==> src/rtl/adapter_ppfifo_2_axi_stream_wl_pkg.sv <==
// Shared types and constants for the PPFIFO-to-AXI-Stream read adapter.
// Holds the FSM encoding, the PPFIFO size width and the tag-bit helpers.
package adapter_ppfifo_2_axi_stream_wl_pkg;

    localparam int PPFIFO_SIZE_W = 24;
    localparam int PIXEL_CNT_W   = 32;

    typedef enum logic [1:0] {
        ST_IDLE   = 2'd0,
        ST_GRAB   = 2'd1,
        ST_STREAM = 2'd2,
        ST_DRAIN  = 2'd3
    } adapter_state_e;

    // The PPFIFO word carries its last tag one bit above the payload.
    function automatic int tag_bit_idx(input int data_width);
        return data_width;
    endfunction

    function automatic logic is_frame_end(input logic [PIXEL_CNT_W-1:0] pixel,
                                          input logic [PIXEL_CNT_W-1:0] frame_len);
        return (frame_len != '0) && (pixel == frame_len - 32'd1);
    endfunction

endpackage

==> src/rtl/adapter_ppfifo_2_axi_stream_wl_axis_out_stage.sv <==
// One-entry AXI Stream output register: loads a beat when empty or draining,
// holds data/last/user stable while the sink stalls.
module adapter_ppfifo_2_axi_stream_wl_axis_out_stage #(
    parameter int DATA_WIDTH = 32
) (
    input  logic                  clk_i,
    input  logic                  rst_i,
    input  logic                  load_i,
    input  logic [DATA_WIDTH-1:0] data_i,
    input  logic                  last_i,
    input  logic                  user_i,
    input  logic                  ready_i,
    output logic                  can_load_o,
    output logic                  valid_o,
    output logic [DATA_WIDTH-1:0] data_o,
    output logic                  last_o,
    output logic                  user_o
);

    logic                  valid_q, valid_d;
    logic [DATA_WIDTH-1:0] data_q, data_d;
    logic                  last_q, last_d;
    logic                  user_q, user_d;

    assign can_load_o = !valid_q || ready_i;

    always_comb begin
        valid_d = valid_q;
        data_d  = data_q;
        last_d  = last_q;
        user_d  = user_q;
        if (load_i) begin
            valid_d = 1'b1;
            data_d  = data_i;
            last_d  = last_i;
            user_d  = user_i;
        end else if (valid_q && ready_i) begin
            valid_d = 1'b0;
        end
    end

    always_ff @(posedge clk_i or posedge rst_i) begin
        if (rst_i) begin
            valid_q <= 1'b0;
            data_q  <= '0;
            last_q  <= 1'b0;
            user_q  <= 1'b0;
        end else begin
            valid_q <= valid_d;
            data_q  <= data_d;
            last_q  <= last_d;
            user_q  <= user_d;
        end
    end

    assign valid_o = valid_q;
    assign data_o  = data_q;
    assign last_o  = last_q;
    assign user_o  = user_q;

endmodule

==> src/rtl/adapter_ppfifo_2_axi_stream_wl.sv <==
// Drains Ping Pong FIFO read buffers into a framed AXI Stream (tuser = SOF, tlast = EOF).
// state  | meaning
// IDLE   | waiting for i_enable; latches frame length
// GRAB   | waiting for a ready PPFIFO buffer to activate
// STREAM | popping words from the held buffer into the output stage
// DRAIN  | frame's last beat loaded; waiting for the sink to accept it
module adapter_ppfifo_2_axi_stream_wl
    import adapter_ppfifo_2_axi_stream_wl_pkg::*;
#(
    parameter int DATA_WIDTH   = 32,
    parameter int STROBE_WIDTH = DATA_WIDTH / 8,
    parameter bit USE_LAST_TAG = 1'b1
) (
    input  logic                     i_axi_clk,
    input  logic                     rst,
    input  logic                     i_enable,
    input  logic [PIXEL_CNT_W-1:0]   i_pixel_count,
    output logic                     o_frame_done,
    output logic                     o_ppfifo_clk,
    input  logic                     i_ppfifo_rdy,
    output logic                     o_ppfifo_act,
    input  logic [PPFIFO_SIZE_W-1:0] i_ppfifo_size,
    input  logic [DATA_WIDTH:0]      i_ppfifo_data,
    output logic                     o_ppfifo_stb,
    output logic                     o_axi_valid,
    input  logic                     i_axi_ready,
    output logic [DATA_WIDTH-1:0]    o_axi_data,
    output logic [STROBE_WIDTH-1:0]  o_axi_keep,
    output logic                     o_axi_last,
    output logic                     o_axi_user
);

    localparam int TAG_IDX = tag_bit_idx(DATA_WIDTH);

    adapter_state_e           state_q, state_d;
    logic                     act_q, act_d;
    logic [PPFIFO_SIZE_W-1:0] count_q, count_d;
    logic [PIXEL_CNT_W-1:0]   pixel_q, pixel_d;
    logic [PIXEL_CNT_W-1:0]   frame_len_q, frame_len_d;
    logic                     sof_q, sof_d;
    logic                     frame_done_q, frame_done_d;

    logic can_load;
    logic pop;
    logic beat_tag;
    logic beat_last;

    assign beat_tag  = USE_LAST_TAG && i_ppfifo_data[TAG_IDX];
    assign beat_last = is_frame_end(pixel_q, frame_len_q) || beat_tag;
    assign pop       = (state_q == ST_STREAM) && act_q &&
                       (count_q < i_ppfifo_size) && can_load;

    always_comb begin
        state_d      = state_q;
        act_d        = act_q;
        count_d      = count_q;
        pixel_d      = pixel_q;
        frame_len_d  = frame_len_q;
        sof_d        = sof_q;
        frame_done_d = 1'b0;
        case (state_q)
            ST_IDLE: begin
                if (i_enable) begin
                    frame_len_d = i_pixel_count;
                    pixel_d     = '0;
                    sof_d       = 1'b1;
                    state_d     = ST_GRAB;
                end
            end
            ST_GRAB: begin
                if (i_ppfifo_rdy && !act_q) begin
                    act_d   = 1'b1;
                    count_d = '0;
                    state_d = ST_STREAM;
                end
            end
            ST_STREAM: begin
                // An empty buffer is released immediately without any strobe.
                if (i_ppfifo_size == '0) begin
                    act_d   = 1'b0;
                    state_d = ST_GRAB;
                end else if (pop) begin
                    sof_d   = 1'b0;
                    count_d = count_q + 24'd1;
                    pixel_d = pixel_q + 32'd1;
                    if (beat_last) begin
                        act_d   = 1'b0;
                        state_d = ST_DRAIN;
                    end else if (count_q + 24'd1 == i_ppfifo_size) begin
                        act_d   = 1'b0;
                        state_d = ST_GRAB;
                    end
                end
            end
            ST_DRAIN: begin
                if (o_axi_valid && i_axi_ready && o_axi_last) begin
                    frame_done_d = 1'b1;
                    state_d      = ST_IDLE;
                end
            end
            default: state_d = ST_IDLE;
        endcase
    end

    always_ff @(posedge i_axi_clk or posedge rst) begin
        if (rst) begin
            state_q      <= ST_IDLE;
            act_q        <= 1'b0;
            count_q      <= '0;
            pixel_q      <= '0;
            frame_len_q  <= '0;
            sof_q        <= 1'b0;
            frame_done_q <= 1'b0;
        end else begin
            state_q      <= state_d;
            act_q        <= act_d;
            count_q      <= count_d;
            pixel_q      <= pixel_d;
            frame_len_q  <= frame_len_d;
            sof_q        <= sof_d;
            frame_done_q <= frame_done_d;
        end
    end

    adapter_ppfifo_2_axi_stream_wl_axis_out_stage #(
        .DATA_WIDTH (DATA_WIDTH)
    ) u_out_stage (
        .clk_i      (i_axi_clk),
        .rst_i      (rst),
        .load_i     (pop),
        .data_i     (i_ppfifo_data[DATA_WIDTH-1:0]),
        .last_i     (beat_last),
        .user_i     (sof_q),
        .ready_i    (i_axi_ready),
        .can_load_o (can_load),
        .valid_o    (o_axi_valid),
        .data_o     (o_axi_data),
        .last_o     (o_axi_last),
        .user_o     (o_axi_user)
    );

    assign o_ppfifo_clk = i_axi_clk;
    assign o_ppfifo_act = act_q;
    assign o_ppfifo_stb = pop;
    assign o_frame_done = frame_done_q;
    assign o_axi_keep   = '1;

endmodule
==> config.mk <==
export PLATFORM = sky130hd
export DESIGN_NAME = adapter_ppfifo_2_axi_stream_wl
export DESIGN_NICKNAME = d
export VERILOG_FILES = /design/src/rtl/adapter_ppfifo_2_axi_stream_wl_pkg.sv /design/src/rtl/adapter_ppfifo_2_axi_stream_wl_axis_out_stage.sv /design/src/rtl/adapter_ppfifo_2_axi_stream_wl.sv
export SDC_FILE = /design/constraint.sdc
export NUM_CORES = 1
export LEC_CHECK = 0
export CORE_ASPECT_RATIO = 0.6
export CORE_MARGIN = 2
export CORE_UTILIZATION = 49
export CTS_CLUSTER_DIAMETER = 60
export DETAILED_ROUTE_END_ITERATION = 6
export MAX_ROUTING_LAYER = met4
export PLACE_DENSITY = 0.77
export SLEW_MARGIN = 25
export SYNTH_ARGS = -nofsm -noshare
export SYNTH_HDL_FRONTEND = slang
export SYNTH_SLANG_ARGS = --single-unit
==> constraint.sdc <==
create_clock -name i_axi_clk -period 4.02 [get_ports i_axi_clk]
set_clock_uncertainty 0.05 [all_clocks]
set_input_delay 0.603 -clock i_axi_clk [delete_from_list [all_inputs] [get_ports i_axi_clk]]
set_output_delay 0.603 -clock i_axi_clk [all_outputs]
set_load 0.02 [all_outputs]
Word-level counts from Yosys, hierarchy flattened
Index checks and enable logic that the tools add are counted.
{"block": "totals", "ff_bits": 128, "input_bits": 94, "out_inout_bits": 43}
{"block": "op_classes", "addsub": 3, "magnitude_cmp": 1, "n_eq_ne": 12, "n_mux": 30, "reduce_logical": 22}
{"cell": "$mux 32", "count": 3}
{"cell": "$mux 24", "count": 3}
{"cell": "$pmux 32 s2", "count": 1}
{"cell": "$pmux 24 s2", "count": 1}
{"cell": "$add 32x1->32 const B", "count": 1}
{"cell": "$eq 32x32->1", "count": 1}
{"cell": "$reduce_bool 32->1", "count": 1}
{"cell": "$sub 32x1->32 const B", "count": 1}
{"cell": "$add 24x1->24 const B", "count": 1}
{"cell": "$eq 24x24->1", "count": 1}
{"cell": "$logic_not 24->1", "count": 1}
{"cell": "$lt 24x24->1", "count": 1}
{"cell": "$mux 2", "count": 7}
{"cell": "$mux 1", "count": 12}
{"cell": "$reduce_and 4->1", "count": 3}
{"cell": "$ne 2x2->1 const B", "count": 5}
{"cell": "$pmux 2 s4", "count": 1}
{"cell": "$logic_and 1x1->1", "count": 7}
{"cell": "$reduce_bool 2->1", "count": 3}
{"cell": "$reduce_and 5->1", "count": 1}
{"cell": "$eq 2x2->1 const B", "count": 2}
{"cell": "$ne 4x1->1 const B", "count": 1}
{"cell": "$pmux 1 s2", "count": 2}
{"cell": "$ne 3x2->1 const B", "count": 1}
{"cell": "other kinds (5)", "count": 7}

Depth between registers and ports, before layout
Gate-level depths: netlist of the first run.
{"block": "logic_depth", "depth_word": 8, "ltp_mapped": 13, "mapped_depth_nobuf": 11}

Cells and area by module
A second synthesis of the first run with hierarchy kept.
{"block": "hier_totals", "cells_unflattened": 867, "hier_area_um2": 8284.2}
{"mod": "adapter_ppfifo_2_axi_stream_wl", "n_inst": 1, "cells_per_inst": 791, "area_each_um2": 6829.0, "seq_area_each_um2": 2327.2}
{"mod": "adapter_ppfifo_2_axi_stream_wl_axis_out_stage", "n_inst": 1, "cells_per_inst": 76, "area_each_um2": 1455.1, "seq_area_each_um2": 875.8}

==> results of run 1 <==
-- worst max-delay path, delay by kind of cell --
kind                     cells  cell delay [ns]
adder cells (fa/ha/maj)      1             0.30
AND/OR/NAND/NOR              1             0.09
buffers and inverters        4             0.91
AO/OA/AOI/OAI                5             1.14
-- metrics by stage --
step	util [%]	hold WS, ns	total power [W]	cell area [µm²]
finish	64.1	0.425	0.00609	10500
global route	64.1	0.452	0.00645	10500
CTS	64.0	0.429	0.00610	10500
detailed placement	60.0	0.414	0.00436	9830
global placement	60.0	0.407	0.00430	9830
floorplan	-	0.428	0.00349	8330
-- repair_timing --
| item | 4_1_cts | 5_1_grt |
|---|---|---|
| gates resized for setup | 2 | 2 |
| endpoints found under the setup margin | 1 | 1 |
| pin swaps | 0 | 1 |
| hold buffers | 0 | 0 |
-- power groups by stage --
stage / clock (W) / combinational, W / sequential [W]
after global routing: 0.00181 / 0.00258 / 0.00206
after detailed placement: 0.0000334 / 0.00232 / 0.00201
after CTS: 0.00175 / 0.00234 / 0.00200
final: 0.00173 / 0.00235 / 0.00201
after global placement: 0.0000334 / 0.00227 / 0.00200
after floorplan: 0.0000291 / 0.00136 / 0.00211
-- per-layer routing --
metal | part of all wire (%) | up-vias | track usage, %
li1 | - | 3697 | -
met1 | 48 | 3678 | 40.4
met2 | 40 | 331 | 35.2
met3 | 10 | 22 | 7.42
met4 | 0.94 | 0 | 6.18
met5 | 0 | - | -
-- cell type report --
class / instances / area, µm² / share of cell area (%)
flip-flops and latches: 128 / 3200 / 30.5
clock inverters: 14 / 144 / 1.37
multi-input cells: 778 / 4710 / 44.8
well taps: 228 / 285 / 2.72
clock buffers: 22 / 524 / 4.99
inverters: 38 / 146 / 1.39
repair buffers: 153 / 1490 / 14.2
-- cells in the final DEF (no fill, tap or decap), drive strengths merged, types with 3 or more instances in the layout --
| master | count |
|---|---|
| a211oi | 3 |
| a21o | 5 |
| a21oi | 34 |
| a22oi | 4 |
| a31oi | 10 |
| and2 | 5 |
| and3 | 10 |
| and4 | 8 |
| buf | 22 |
| clkbuf | 21 |
| clkdlybuf4s50 | 131 |
| clkinvlp | 5 |
| conb | 4 |
| dfrtp | 128 |
| ha | 27 |
| inv | 46 |
| mux2 | 3 |
| mux2i | 8 |
| nand2 | 239 |
| nand3 | 38 |
| nand4 | 24 |
| nor2 | 62 |
| nor2b | 3 |
| nor3 | 29 |
| nor4 | 25 |
| nor4b | 3 |
| o2111ai | 3 |
| o211ai | 5 |
| o21ai | 47 |
| o31ai | 22 |
| or2 | 4 |
| or3 | 11 |
| or4 | 7 |
| xnor2 | 61 |
| xor2 | 39 |
-- flip-flops by register name, summed over array words and instances, names as in the netlist --
signal               cells
pixel_q                 32
frame_len_q             32
o_ppfifo_act             1
count_q                 24
state_q                  2
sof_q                    1
u_out_stage.user_o       1
o_frame_done             1
u_out_stage.valid_o      1
u_out_stage.data_o      32
u_out_stage.last_o       1
-- path summary, 6_finish.rpt --
kind | end | slack (ns) | cells past startpoint | startpoint
max | o_ppfifo_stb | 0.33 | 11 | i_ppfifo_size[9]
min | u_out_stage.data_o[30] | 0.43 | 2 | u_out_stage.data_o[30]
min reg2reg | u_out_stage.data_o[30] | 0.43 | 2 | u_out_stage.data_o[30]
max in group asynchronous | frame_len_q[14] | 2.78 | 3 | rst
max reg2reg | o_ppfifo_act | 0.49 | 11 | frame_len_q[0]
min in group asynchronous | frame_len_q[24] | 0.51 | 3 | rst
-- cell families after synthesis --
group,Yosys count,share of synthesized area (%)
and+or+nand+nor,479,28.0
AOI/OAI and AO/OA,157,12.2
DFF,128,38.5
xor gates and xnor gates,100,10.5
buffers and inverters,97,5.13
adders and majority gates,27,4.06
muxes,11,1.41
other,1,0.0451
==> summary.md, run 1 <==
| Metric | Value |
|---|---|
| Critical Path RT | 3.37 ns |
| Number of flops mapped to enable cells by yosys | 0 |
| Setup TNS | 0 ns |
| Post-CTS setup buffers | 0 |
| Number of max-cap violations | 0 |
| Worst slack at placement | -0.118 ns |
| Switching Fraction | between 30 and 40% |
| Core area | 0.0164 mm² |
| Critical Path Max Stage Delay | 0.48 ns |
| Die Wd | about 170 µm |
| Drt wl/cell | 16.9 µm |
| DR vias/cell | roughly 5.7 |
| Final Max Slew Viols | 0 |
| Mapped cell area | slightly above 0.008 mm² |
| First-pass GRT wire length | about 37000 µm |
| Outcome | completed |
| Sequential-to-total area share from yosys stat | 38.5% |
| Worst-Margin Slew | between 0.8 and 0.9 ns |
| Tmin final | ~3.7 ns |
| Top cell type's share of synthesized area | just under 40% |
| Grt total ovfl | 0 |
| WP data arrival | between 3 and 4 ns |
| Clk Latency, worst-skew pair | 0.52 ns |
| Synth Instances | 1000 |
| Crit end category | primary output |
| Synth warnings | 0 |
| Vias post-DR | between 7000 and 8000 |
| Initial antenna violation count | 0 |
| Post-DP HPWL | ~16000 µm |
| Total Routing Usage GR | between 20% and 30% |
| Comb pwr share | 38.6% |
| Clk slew on worst S/H paths | ~0.06 ns |
| Seq pwr share | between 30 and 40% |
| Fill cells | approximately 1400 |
| Synthesized flop and latch total | around 130 |
| Syn-to-layout area delta | 26.4% |
| RSZ-0062 raised after global routing | no |
| Die height | roughly 100 µm |
| Top cells by area, synth | dfrtp_1 (39%), nand2_1 (11%), xnor2_1 (6.4%) |
| Worst setup SP type | input pin |
| Final ANT Viol Nets | 0 |
| Crit-path max FO | 4 |
| Largest net degree at the start of global routing | about 130 |
| Final setup violation count | 0 |
| Final worst slack | around 0.33 ns |
| Fin cells | 1361 |
| Fin nets | 1241 |
| Ys async rst share | 100% |
| Initial Util | between 50% and 60% |
| DRC violations left | 0 |
| 1st-iter DRT viols | 596 |
| Row cnt | 36 |
| Die area | approximately 0.018 mm² |
| Diodes inserted | 0 |
| Placed insts | between 1000 and 1500 |
| P_leak | ~4.7 nW |
| Share of cells above drive strength 1 | 8.21% |
| Worst setup path class | in -> out |
| Slowest CP cell | clkdlybuf4s50_1 |
| P per Cell Area | roughly 580 mW/mm² |
| Pint | roughly 0.0037 W |
| Relative slew slack | a little under half |
| Post-synth top cells | nand2_1 (239), dfrtp_1 (128), xnor2_1 (61) |
| Mapped Avg Cell Area | roughly 8.3 µm² |
| GPL Wtd Cong | approximately 0.95 |
| Post-synth top flop | dfrtp_1 |
| CTS tree | built |
| Vias in the first global route | about 7300 |
| Area leader, netlist | dfrtp_1 |
| Routed WL | ~23000 µm |
| Fin crit share | between 90% and 100% |
| TritonRoute pass-1 iters | 5 |
| VDD IR-drop max | between 0.5 and 0.6 mV |
| Synth unique cells | roughly 80 |
| Hold Path Class | reg -> reg |
| I/O pin count | 137 |
| Fmax | about 0.27 GHz |
| Final Hold Fails | 0 |
| P_sw | between 0.002 and 0.0025 W |
| CP cell instances | clkdlybuf4s50_1, inv_1, ha_1, a211o_1, o211ai_1, a21oi_1, o211ai_1, a31o_2, nand2_1, inv_1, dlymetal6s2s_1 |
| Clock share of power | 28.4% |
| Count leader, synth | nand2_1 |
| Port-buffer cells | 132 |
Power figures use the tool's default switching activity.
==> run 2, diff against run 1 <==
--- a/config.mk
+++ b/config.mk
@@ -12,6 +12,7 @@
 export DETAILED_ROUTE_END_ITERATION = 6
 export MAX_ROUTING_LAYER = met4
 export PLACE_DENSITY = 0.77
+export SETUP_SLACK_MARGIN = 0.02
 export SLEW_MARGIN = 25
 export SYNTH_ARGS = -nofsm -noshare
 export SYNTH_HDL_FRONTEND = slang
==> results of run 2 <==
The final DEF is identical to that of run 1; final timing and power are the same.
==> run 3, diff against run 2 <==
--- a/config.mk
+++ b/config.mk
@@ -11,7 +11,7 @@
 export CTS_CLUSTER_DIAMETER = 60
 export DETAILED_ROUTE_END_ITERATION = 6
 export MAX_ROUTING_LAYER = met4
-export PLACE_DENSITY = 0.77
+export PLACE_DENSITY = 0.8
 export SETUP_SLACK_MARGIN = 0.02
 export SLEW_MARGIN = 25
 export SYNTH_ARGS = -nofsm -noshare
==> run 3 against run 2 <==
Clock power decreased by 2%. Count of clock-buffer cells in the layout unchanged. Sequential cell count unchanged. Sequential share of layout area decreased by 0.087 points. Total power decreased by 0.75%. Largest power group unchanged. Highest routed layer unchanged.
==> summary.md, run 3 (synthesis results as in run 1) <==
| Metric | Value |
|---|---|
| Vias post-DR | 7762 (+0.44%) |
| Die Wd | 172 µm (unchanged) |
| Total power | 0.00605 W (-0.75%) |
| Final Max Slew Viols | 0 (unchanged) |
| Comb pwr share | 38.3% (-0.3 points) |
| I/O pin count | 137 (unchanged) |
| Fmax | 0.278 GHz (+2.7%) |
| Syn-to-layout area delta | 26.7% |
| Most frequent cells in the layout | nand2_1 (239), clkdlybuf4s50_1 (131), dfrtp_1 (128), xnor2_1 (61), nor2_1 (59) |
| 1st-iter DRT viols | 633 (+6.2%) |
| Clk Latency, worst-skew pair | 0.53 ns (about the same) |
| Row cnt | 36 (unchanged) |
| DRC violations left | 0 (unchanged) |
| Worst-Margin Slew | 0.948 ns (+0.139 ns) |
| Routed WL | 23400 µm (+1.8%) |
| Fin nets | 1246 (+0.40%) |
| Crit end category | primary output |
| Diodes inserted | 0 (unchanged) |
| Tmin final | 3.59 ns (-0.0970 ns) |
| Cell area after layout | 0.0105 mm² (+0.29%) |
| Worst setup path class | in -> out |
| Final Hold Fails | 0 (unchanged) |
| DR vias/cell | 5.68 (about the same) |
| Most common cell after layout, fill and taps aside | nand2_1 |
| Placed cell area | 0.00988 mm² (+0.51%) |
| Fin cells | 1366 (+0.37%) |
| Die area | 0.0181 mm² (unchanged) |
| Total Routing Usage GR | 27.9% (+1.1 points) |
| Clk slew on worst S/H paths | 0.06 ns (about the same) |
| P per Cell Area | 574 mW/mm² (-1.0%) |
| Final worst slack | 0.425 ns (+0.0970 ns) |
| CTS tree | built |
| Final setup violation count | 0 (unchanged) |
| Pint | 0.00365 W (-0.39%) |
| Critical Path RT | 3.37 ns (about the same) |
| P_leak | 4.77 nW (+0.54%) |
| TritonRoute pass-1 iters | 5 (unchanged) |
| Worst setup SP type | input pin |
| Hold Path Class | in -> async |
| Core area | 0.0164 mm² (unchanged) |
| Placed insts | 1331 (+0.38%) |
| Outcome | completed |
| Fin crit share | 89.4% (-2.4 points) |
| GPL Wtd Cong | 1.00 (+5.7%) |
| Port-buffer cells | 132 (unchanged) |
| Grt total ovfl | 0 (unchanged) |
| Clock share of power | 28.0% (-0.4 points) |
| WP data arrival | 2.94 ns (-0.10 ns) |
| Largest net degree at the start of global routing | 53 (-59%) |
| Crit-path max FO | 4 (unchanged) |
| Seq pwr share | 33.7% (+0.7 points) |
| Initial antenna violation count | 0 (unchanged) |
| Drt wl/cell | 17.1 µm (+1.4%) |
| Die height | 105 µm (unchanged) |
| Final ANT Viol Nets | 0 (unchanged) |
| Share of cells above drive strength 1 | 8.35% (+0.14 points) |
| # hold bufs at CTS | 0 (unchanged) |
| Switching Fraction | 39.7% (-0.21 points) |
| VDD IR-drop max | 0.712 mV (+25%) |
| Vias in the first global route | 7316 (+0.16%) |
| Initial Util | 50.7% (unchanged) |
| Setup TNS | 0 ns (unchanged) |
| Number of max-cap violations | 0 (unchanged) |
| P_sw | 0.00240 W (-1.3%) |
| Post-DP HPWL | 17000 µm (+5.2%) |
| First-pass GRT wire length | 38100 µm (+2.5%) |
| Worst slack at placement | 0.0562 ns (+0.174 ns) |
| RSZ-0062 raised after global routing | no |
| Relative slew slack | 36.8% (-9.2 points) |
-- run 3: worst max-delay path, stage by stage --
cell	delay, ns
clkdlybuf4s50_1	0.52
inv_1	0.06
ha_1	0.30
a211o_1	0.26
o211ai_1	0.10
a21oi_1	0.09
o211ai_1	0.27
a31o_2	0.26
nand2_1	0.13
inv_1	0.10
dlymetal6s2s_1	0.26
-- run 3: worst paths after layout --
path                                   startpoint                     end  slack [ns]  cells after the start
setup / recovery                 i_ppfifo_size[9]            o_ppfifo_stb        0.43                     11
hold / removal                                rst         frame_len_q[23]        0.38                      2
setup reg to reg                   frame_len_q[0]              state_q[1]        0.45                     11
hold reg to reg            u_out_stage.data_o[12]  u_out_stage.data_o[12]        0.42                      2
max in group asynchronous                     rst          frame_len_q[2]        2.67                      4
min in group i_axi_clk     u_out_stage.data_o[12]  u_out_stage.data_o[12]        0.42                      2
-- run 3: metal layers --
metal / global-route usage, % / part of all wire [%] / vias up
met4: 7.50 / 1.2 / 0
met2: 36.7 / 41 / 334
li1: - / - / 3710
met3: 8.41 / 10 / 23
met5: - / 0 / -
met1: 41.3 / 48 / 3695
-- run 3: area by class of cell --
type,count,area [µm²]
clock buffers,22,514
clock inverters,14,144
fillers,1402,5860
inverters,38,146
multi-input cells,778,4700
flip-flops and latches,128,3200
well taps,228,285
repair buffers,158,1540
-- run 3: power by group through the flow --
stage | combinational [W] | sequential [W] | clock, W
floorplan | 0.00136 | 0.00211 | 0.0000291
global placement | 0.00224 | 0.00203 | 0.0000334
detailed placement | 0.00230 | 0.00204 | 0.0000334
CTS | 0.00232 | 0.00202 | 0.00173
global route | 0.00256 | 0.00208 | 0.00179
finish | 0.00232 | 0.00204 | 0.00169
-- run 3: stage by stage --
stage               util (%)  hold slack (ns)
floorplan                  -            0.428
global placement        60.1            0.407
detailed placement      60.3            0.412
CTS                     64.2            0.383
global route            64.2            0.401
finish                  64.2            0.383
-- run 3: what timing repair did --
action | 4_1_cts | 5_1_grt
setup buffers | 0 | 0
setup endpoints to repair | 0 | 1
gates resized for setup | 0 | 2
